File: src/rtl/mem_sequencer_pkg.sv
// Shared definitions for the memory sequencer: host command encodings,
// FSM state encoding and the width of the read-wait down-counter.
package mem_sequencer_pkg;

    typedef enum logic [1:0] {
        OP_WRITE = 2'b00,
        OP_READ  = 2'b01,
        OP_COPY  = 2'b10,
        OP_CLEAR = 2'b11
    } op_e;

    typedef enum logic [2:0] {
        IDLE  = 3'd0,
        WR    = 3'd1,
        RD    = 3'd2,
        CP_RD = 3'd3,
        CP_WR = 3'd4,
        CLR0  = 3'd5,
        CLR1  = 3'd6,
        DONE  = 3'd7
    } state_e;

    // Enough to count down RD_WAIT values of 1..3.
    localparam int WAIT_W = 2;

endpackage

File: src/rtl/mem_sequencer_if.sv
// Host command bus plus downstream memory port of the sequencer.
// master: the side that issues commands and models the memory.
// slave:  the sequencer itself.
interface mem_sequencer_if #(
    parameter int DATA_W = 8,
    parameter int ADDR_W = 1
);
    logic              req;
    logic [1:0]        op;
    logic [ADDR_W-1:0] addr;
    logic [DATA_W-1:0] wdata;
    logic              ack;
    logic              busy;
    logic [DATA_W-1:0] rdata;
    logic              err;
    logic [7:0]        ops_done;
    logic [ADDR_W-1:0] mem_add;
    logic              mem_rw;
    logic [DATA_W-1:0] mem_din;
    logic [DATA_W-1:0] mem_dout;

    modport master (
        output req, op, addr, wdata, mem_dout,
        input  ack, busy, rdata, err, ops_done, mem_add, mem_rw, mem_din
    );

    modport slave (
        input  req, op, addr, wdata, mem_dout,
        output ack, busy, rdata, err, ops_done, mem_add, mem_rw, mem_din
    );
endinterface

File: src/rtl/mem_sequencer.sv
// Memory command sequencer: accepts WRITE / READ / COPY / CLEAR_ALL
// requests in IDLE and drives a simple single-port memory. Every output
// is a register loaded from the next-state decode, so memory controls
// line up exactly with the state they belong to.
module mem_sequencer
    import mem_sequencer_pkg::*;
#(
    parameter int DATA_W  = 8,
    parameter int ADDR_W  = 1,
    parameter int RD_WAIT = 1
) (
    input  logic             clk,
    input  logic             reset,
    mem_sequencer_if.slave   bus
);

    state_e              state_q, state_d;
    logic [WAIT_W-1:0]   wait_q, wait_d;
    logic [ADDR_W-1:0]   addr_q, addr_d;
    logic [DATA_W-1:0]   wdata_q, wdata_d;
    logic [DATA_W-1:0]   rdata_q, rdata_d;
    logic [7:0]          ops_q, ops_d;
    logic                ack_q, ack_d;
    logic                busy_q, busy_d;
    logic                err_q, err_d;
    logic [ADDR_W-1:0]   mem_add_q, mem_add_d;
    logic                mem_rw_q, mem_rw_d;
    logic [DATA_W-1:0]   mem_din_q, mem_din_d;

    // Next-state decode plus the registered-output values for that next state.
    always_comb begin
        state_d   = state_q;
        wait_d    = wait_q;
        addr_d    = addr_q;
        wdata_d   = wdata_q;
        rdata_d   = rdata_q;
        ops_d     = ops_q;
        mem_rw_d  = 1'b0;
        mem_add_d = '0;
        mem_din_d = '0;

        case (state_q)
            IDLE: begin
                if (bus.req) begin
                    addr_d  = bus.addr;
                    wdata_d = bus.wdata;
                    case (op_e'(bus.op))
                        OP_WRITE: state_d = WR;
                        OP_READ: begin
                            state_d = RD;
                            wait_d  = WAIT_W'(RD_WAIT - 1);
                        end
                        OP_COPY: begin
                            state_d = CP_RD;
                            wait_d  = WAIT_W'(RD_WAIT - 1);
                        end
                        OP_CLEAR: state_d = CLR0;
                    endcase
                end
            end
            WR:        state_d = DONE;
            RD, CP_RD: begin
                // The last wait cycle samples the memory; COPY goes on to write it back.
                if (wait_q == '0) begin
                    rdata_d = bus.mem_dout;
                    state_d = (state_q == RD) ? DONE : CP_WR;
                end else begin
                    wait_d = wait_q - WAIT_W'(1);
                end
            end
            CP_WR:     state_d = DONE;
            CLR0:      state_d = CLR1;
            CLR1:      state_d = DONE;
            DONE:      state_d = IDLE;
            default:   state_d = IDLE;
        endcase

        ack_d  = (state_d == DONE);
        busy_d = (state_d != IDLE);
        err_d  = bus.req && (state_q != IDLE);
        if (state_d == DONE) begin
            ops_d = ops_q + 8'd1;
        end

        // mem_din stays zero unless a write strobe goes with it.
        case (state_d)
            WR: begin
                mem_rw_d  = 1'b1;
                mem_add_d = addr_d;
                mem_din_d = wdata_d;
            end
            RD, CP_RD: mem_add_d = addr_d;
            CP_WR: begin
                mem_rw_d  = 1'b1;
                mem_add_d = addr_d ^ ADDR_W'(1);
                mem_din_d = rdata_d;
            end
            CLR0: begin
                mem_rw_d  = 1'b1;
                mem_add_d = '0;
            end
            CLR1: begin
                mem_rw_d  = 1'b1;
                mem_add_d = ADDR_W'(1);
            end
            default: ;
        endcase
    end

    // State and output registers; reset aborts any command in flight.
    always_ff @(posedge clk) begin
        if (reset) begin
            state_q   <= IDLE;
            wait_q    <= '0;
            addr_q    <= '0;
            wdata_q   <= '0;
            rdata_q   <= '0;
            ops_q     <= '0;
            ack_q     <= 1'b0;
            busy_q    <= 1'b0;
            err_q     <= 1'b0;
            mem_add_q <= '0;
            mem_rw_q  <= 1'b0;
            mem_din_q <= '0;
        end else begin
            state_q   <= state_d;
            wait_q    <= wait_d;
            addr_q    <= addr_d;
            wdata_q   <= wdata_d;
            rdata_q   <= rdata_d;
            ops_q     <= ops_d;
            ack_q     <= ack_d;
            busy_q    <= busy_d;
            err_q     <= err_d;
            mem_add_q <= mem_add_d;
            mem_rw_q  <= mem_rw_d;
            mem_din_q <= mem_din_d;
        end
    end

    assign bus.ack      = ack_q;
    assign bus.busy     = busy_q;
    assign bus.err      = err_q;
    assign bus.rdata    = rdata_q;
    assign bus.ops_done = ops_q;
    assign bus.mem_add  = mem_add_q;
    assign bus.mem_rw   = mem_rw_q;
    assign bus.mem_din  = mem_din_q;

endmodule

File: src/flat_wrapper.sv
// flat-port wrapper written by rule: the top's interface ports become plain ports
module mem_sequencer_flat import mem_sequencer_pkg::*;
#(
    parameter int DATA_W  = 8,
    parameter int ADDR_W  = 1,
    parameter int RD_WAIT = 1
)
  (clk, reset, bus_req, bus_op, bus_addr, bus_wdata, bus_mem_dout, bus_ack, bus_busy, bus_rdata, bus_err, bus_ops_done, bus_mem_add, bus_mem_rw, bus_mem_din);
  mem_sequencer_if #(.DATA_W(DATA_W), .ADDR_W(ADDR_W)) bus_i ();
  input  logic clk;
  input  logic reset;
  input wire logic [$bits(bus_i.req)-1:0] bus_req;
  input wire logic [$bits(bus_i.op)-1:0] bus_op;
  input wire logic [$bits(bus_i.addr)-1:0] bus_addr;
  input wire logic [$bits(bus_i.wdata)-1:0] bus_wdata;
  input wire logic [$bits(bus_i.mem_dout)-1:0] bus_mem_dout;
  output wire logic [$bits(bus_i.ack)-1:0] bus_ack;
  output wire logic [$bits(bus_i.busy)-1:0] bus_busy;
  output wire logic [$bits(bus_i.rdata)-1:0] bus_rdata;
  output wire logic [$bits(bus_i.err)-1:0] bus_err;
  output wire logic [$bits(bus_i.ops_done)-1:0] bus_ops_done;
  output wire logic [$bits(bus_i.mem_add)-1:0] bus_mem_add;
  output wire logic [$bits(bus_i.mem_rw)-1:0] bus_mem_rw;
  output wire logic [$bits(bus_i.mem_din)-1:0] bus_mem_din;
  assign bus_i.req = bus_req;
  assign bus_i.op = bus_op;
  assign bus_i.addr = bus_addr;
  assign bus_i.wdata = bus_wdata;
  assign bus_i.mem_dout = bus_mem_dout;
  assign bus_ack = bus_i.ack;
  assign bus_busy = bus_i.busy;
  assign bus_rdata = bus_i.rdata;
  assign bus_err = bus_i.err;
  assign bus_ops_done = bus_i.ops_done;
  assign bus_mem_add = bus_i.mem_add;
  assign bus_mem_rw = bus_i.mem_rw;
  assign bus_mem_din = bus_i.mem_din;
  mem_sequencer #(.DATA_W(DATA_W), .ADDR_W(ADDR_W), .RD_WAIT(RD_WAIT)) u_core (.clk(clk), .reset(reset), .bus(bus_i));
endmodule
File: config.mk
export PLATFORM = sky130hd
export DESIGN_NAME = mem_sequencer_flat
export DESIGN_NICKNAME = d
export VERILOG_FILES = /design/src/rtl/mem_sequencer_pkg.sv /design/src/rtl/mem_sequencer_if.sv /design/src/rtl/mem_sequencer.sv /design/src/flat_wrapper.sv
export SDC_FILE = /design/constraint.sdc
export NUM_CORES = 1
export LEC_CHECK = 0
export BUFFER_PORTS_ARGS = -buffer_cell sky130_fd_sc_hd__clkbuf_2
export CORE_ASPECT_RATIO = 1.5
export CORE_MARGIN = 5
export CORE_UTILIZATION = 30
export CTS_CLUSTER_SIZE = 30
export DETAILED_ROUTE_END_ITERATION = 8
export PLACE_DENSITY = 0.61
export SYNTH_ARGS = -nofsm -noshare
export SYNTH_HDL_FRONTEND = slang
export SYNTH_SLANG_ARGS = --single-unit
File: constraint.sdc
create_clock -name clk -period 2.4 [get_ports clk]
set_input_delay 0.48 -clock clk [delete_from_list [all_inputs] [get_ports clk]]
set_output_delay 0.48 -clock clk [all_outputs]
set_load 0.03 [all_outputs]
==> metrics.cfg <==
[run_status]
status = finished clean

[die]
start_util = 0.3096
io_pins = 51
die_area_um2 = 7697
die_h_um = 105.0
dieWidth_um = 73.32
rows = 34
design.core.area_um2 = 5828

[clock_network]
clk_path_buf_depth = 2
cts-root-buf = clkbuf_8
cts_tree = built
clock_latency_ns = 0.29
cts_buffers = 5
cts.sinks = 43
cts-resized-gates = 0
ctsHoldBuffers = 0
post_cts_buffers = 0
clk_pin_slew_ns = 0.08
htreeDepth = 2

[run]
maxCapViolCount = 0

[critical_path]
rr_startpoint = u_core.wait_q[0]
crit_fanout = 7
cp.arrival_ns = 2.29
r2r_setup_slack_ns = 0.30
worstSetupEndpoint = u_core.bus.ops_done[6]
rr_endpoint = u_core.bus.ops_done[6]
crit_path_start = u_core.wait_q[0]
crit_required_ns = 2.59
end_kind = flip-flop
crit_type = flip-flop to flip-flop
reg2reg_depth = 7
startpoint_type = flip-flop

[yosys]
syn_avg_cell_area_um2 = 9.913
synth_nets = 208
synth_area_leaders = dfxtp_1 (48%), nor2_1 (5.2%), mux2i_1 (5.0%)
yosysUniqueCellTypes = 43
yosysTopAreaCell = dfxtp_1
ys_warn_count = 0
syn_inst = 182
synth.ff_latch_count = 43
yosysSeqAreaShare = 0.4771
synth_top_cell_area_share = 0.4771
synth_area_um2 = 1804

[global_routing]
grt_pass1_vias = 1391
grt_start_max_net_pins = 35
grt.overflow.total = 0
antenna_found_initial = 0
grt_usage = 0.1076
grt_pass1_wl_mm = 6.527

[cells_and_area]
multiInputGateArea_um2 = 858.3
area_delta_synth_final_pct = 23.09
fillers = 601
nets = 259
layout_common_cells = clkbuf_2 (50), dfxtp_1 (43), nor2_1 (25), nand2_1 (20), a21oi_1 (12)
ff_latch_area_um2 = 860.8
layout_commonest_cell = clkbuf_2
final_cell_area_um2 = 2221
drive_above_1_share = 0.3162
diodes = 0

[route]
vias = 1418
first_pass_iters = 4
drt_iter0_drc = 41
wirelength_mm = 3.901
drc = 0
via_per_inst = 4.634
antenna_left = 0
post_drt_wl_per_cell_um = 12.75

[place]
placed_cell_area_um2 = 2108
numPortBuffers = 50
hpwl_mm = 2.955
finalWeightedCongestion = 0.7232

[sta]
setup_viol = 0
rsz0062_at_grt = no
fin_crit_sh = 0.8758
hold_violations = 0
maxSlewViolCount = 0
fin_skew_ns = 0.008279
worstMarginPinSlew_ns = 0.7114
setup_tns_ns = 0
timing.slew.headroom = 0.5257
min_period_ns = 2.102
clock.fmax_ghz = 0.4757

[pwr]
power.leakage_nw = 0.9992
power_density_nw_per_um2 = 818.1
ir_drop_mv = 0.4069

[hold_path]
hold_class = input pin to flip-flop

## critical path: stages (launching register included)
cell     delay [ns]
dfxtp_1        0.32
inv_1          0.05
ha_1           0.27
or3b_1         0.19
nand3_2        0.19
nor3_4         0.41
and4_4         0.28
mux2_4         0.29
## worst min path at each step
| stage | start | endpoint | slack, ns | depth (start not counted) |
|---|---|---|---|---|
| floorplan | u_core.wdata_q[6] | u_core.wdata_q[6] | 0.44 | 2 |
| global placement | u_core.wdata_q[1] | u_core.wdata_q[1] | 0.45 | 2 |
| detailed placement | u_core.wdata_q[0] | u_core.wdata_q[0] | 0.45 | 2 |
| CTS | bus_wdata[0] | u_core.wdata_q[0] | 0.41 | 3 |
| global route | bus_wdata[5] | u_core.wdata_q[5] | 0.43 | 3 |
| finish | bus_wdata[1] | u_core.wdata_q[1] | 0.43 | 3 |
## power by group
group	switching, mW	internal, mW	leakage [nW]
Clock	0.246	0.310	0.0581
Sequential	0.0520	0.774	0.351
Combinational	0.272	0.162	0.590
Total	0.571	1.25	0.999
## layout make-up
cell class,count,share of cell area
clock inverters,3,0.01972
clock buffers,5,0.03099
well taps,72,0.04056
multi-input cells,124,0.3865
repair buffers,54,0.1262
inverters,5,0.008451
flip-flops and latches,43,0.3876
## registers in the layout (all words and copies together), names as in the netlist
register,count
u_core.addr_q,1
u_core.bus.ack,1
u_core.bus.busy,1
u_core.bus.err,1
u_core.bus.mem_add,1
u_core.bus.mem_din,8
u_core.bus.mem_rw,1
u_core.bus.ops_done,8
u_core.bus.rdata,8
u_core.state_q,3
u_core.wait_q,2
u_core.wdata_q,8
## routing by layer
layer | global-route usage | wire (um) | part of all wire
met1 | 0.1263 | 1641 | 0.42
met2 | 0.1767 | 1902 | 0.49
met3 | 0.03650 | 285 | 0.073
met4 | 0.04275 | 72 | 0.018
met5 | 0 | 0 | 0
## logic make-up after synthesis
| kind of cell | after synthesis | synth area share |
|---|---|---|
| xor+xnor | 3 | 0.01457 |
| buf+inv | 15 | 0.04716 |
| flops | 43 | 0.4771 |
| fa+ha+maj | 4 | 0.02774 |
| compound gates | 29 | 0.1276 |
| simple gates | 75 | 0.2275 |
| mux | 13 | 0.07836 |
## synthesized netlist by cell type
library cell / number
dfxtp_1: 43
nor2_1: 25
nand2_1: 20
a21oi_1: 12
mux2i_1: 9
a22o_1: 8
inv_1: 5
nor2b_1: 5
ha_1: 4
and3_1: 3
buf_6: 3
nand2b_1: 3
nor4b_1: 3
xnor2_1: 3
buf_1: 2
buf_2: 2
clkbuf_1: 2
mux2_1: 2
nand4_1: 2
nor3_4: 2
nor4_1: 2
a2111o_1: 1
a2111oi_2: 1
a211o_1: 1
a31o_2: 1
a31oi_1: 1
and2_1: 1
and4_4: 1
buf_4: 1
mux2_4: 1
mux2i_2: 1
nand3_1: 1
nand3_2: 1
nand3b_1: 1
nor2_2: 1
nor3b_1: 1
nor3b_4: 1
o21a_1: 1
o21bai_1: 1
o22ai_4: 1
o2bb2ai_2: 1
or2b_1: 1
or3b_1: 1
## per-stage QoR
step                      total power [mW]  worst slack [ns]  hold slack [ns]  utilization  cells
after CTS                            1.853            0.2583           0.4094       0.3811    306
final                                1.817            0.2980           0.4283       0.3811    306
after floorplan                      1.175            0.3508           0.4399            -    182
after detailed placement             1.285            0.1480           0.4515       0.3617    298
after global routing                 1.932            0.1360           0.4251       0.3811    306
after global placement               1.277            0.1739           0.4466       0.3617    298
No activity file was read; power rests on OpenSTA's default activity.
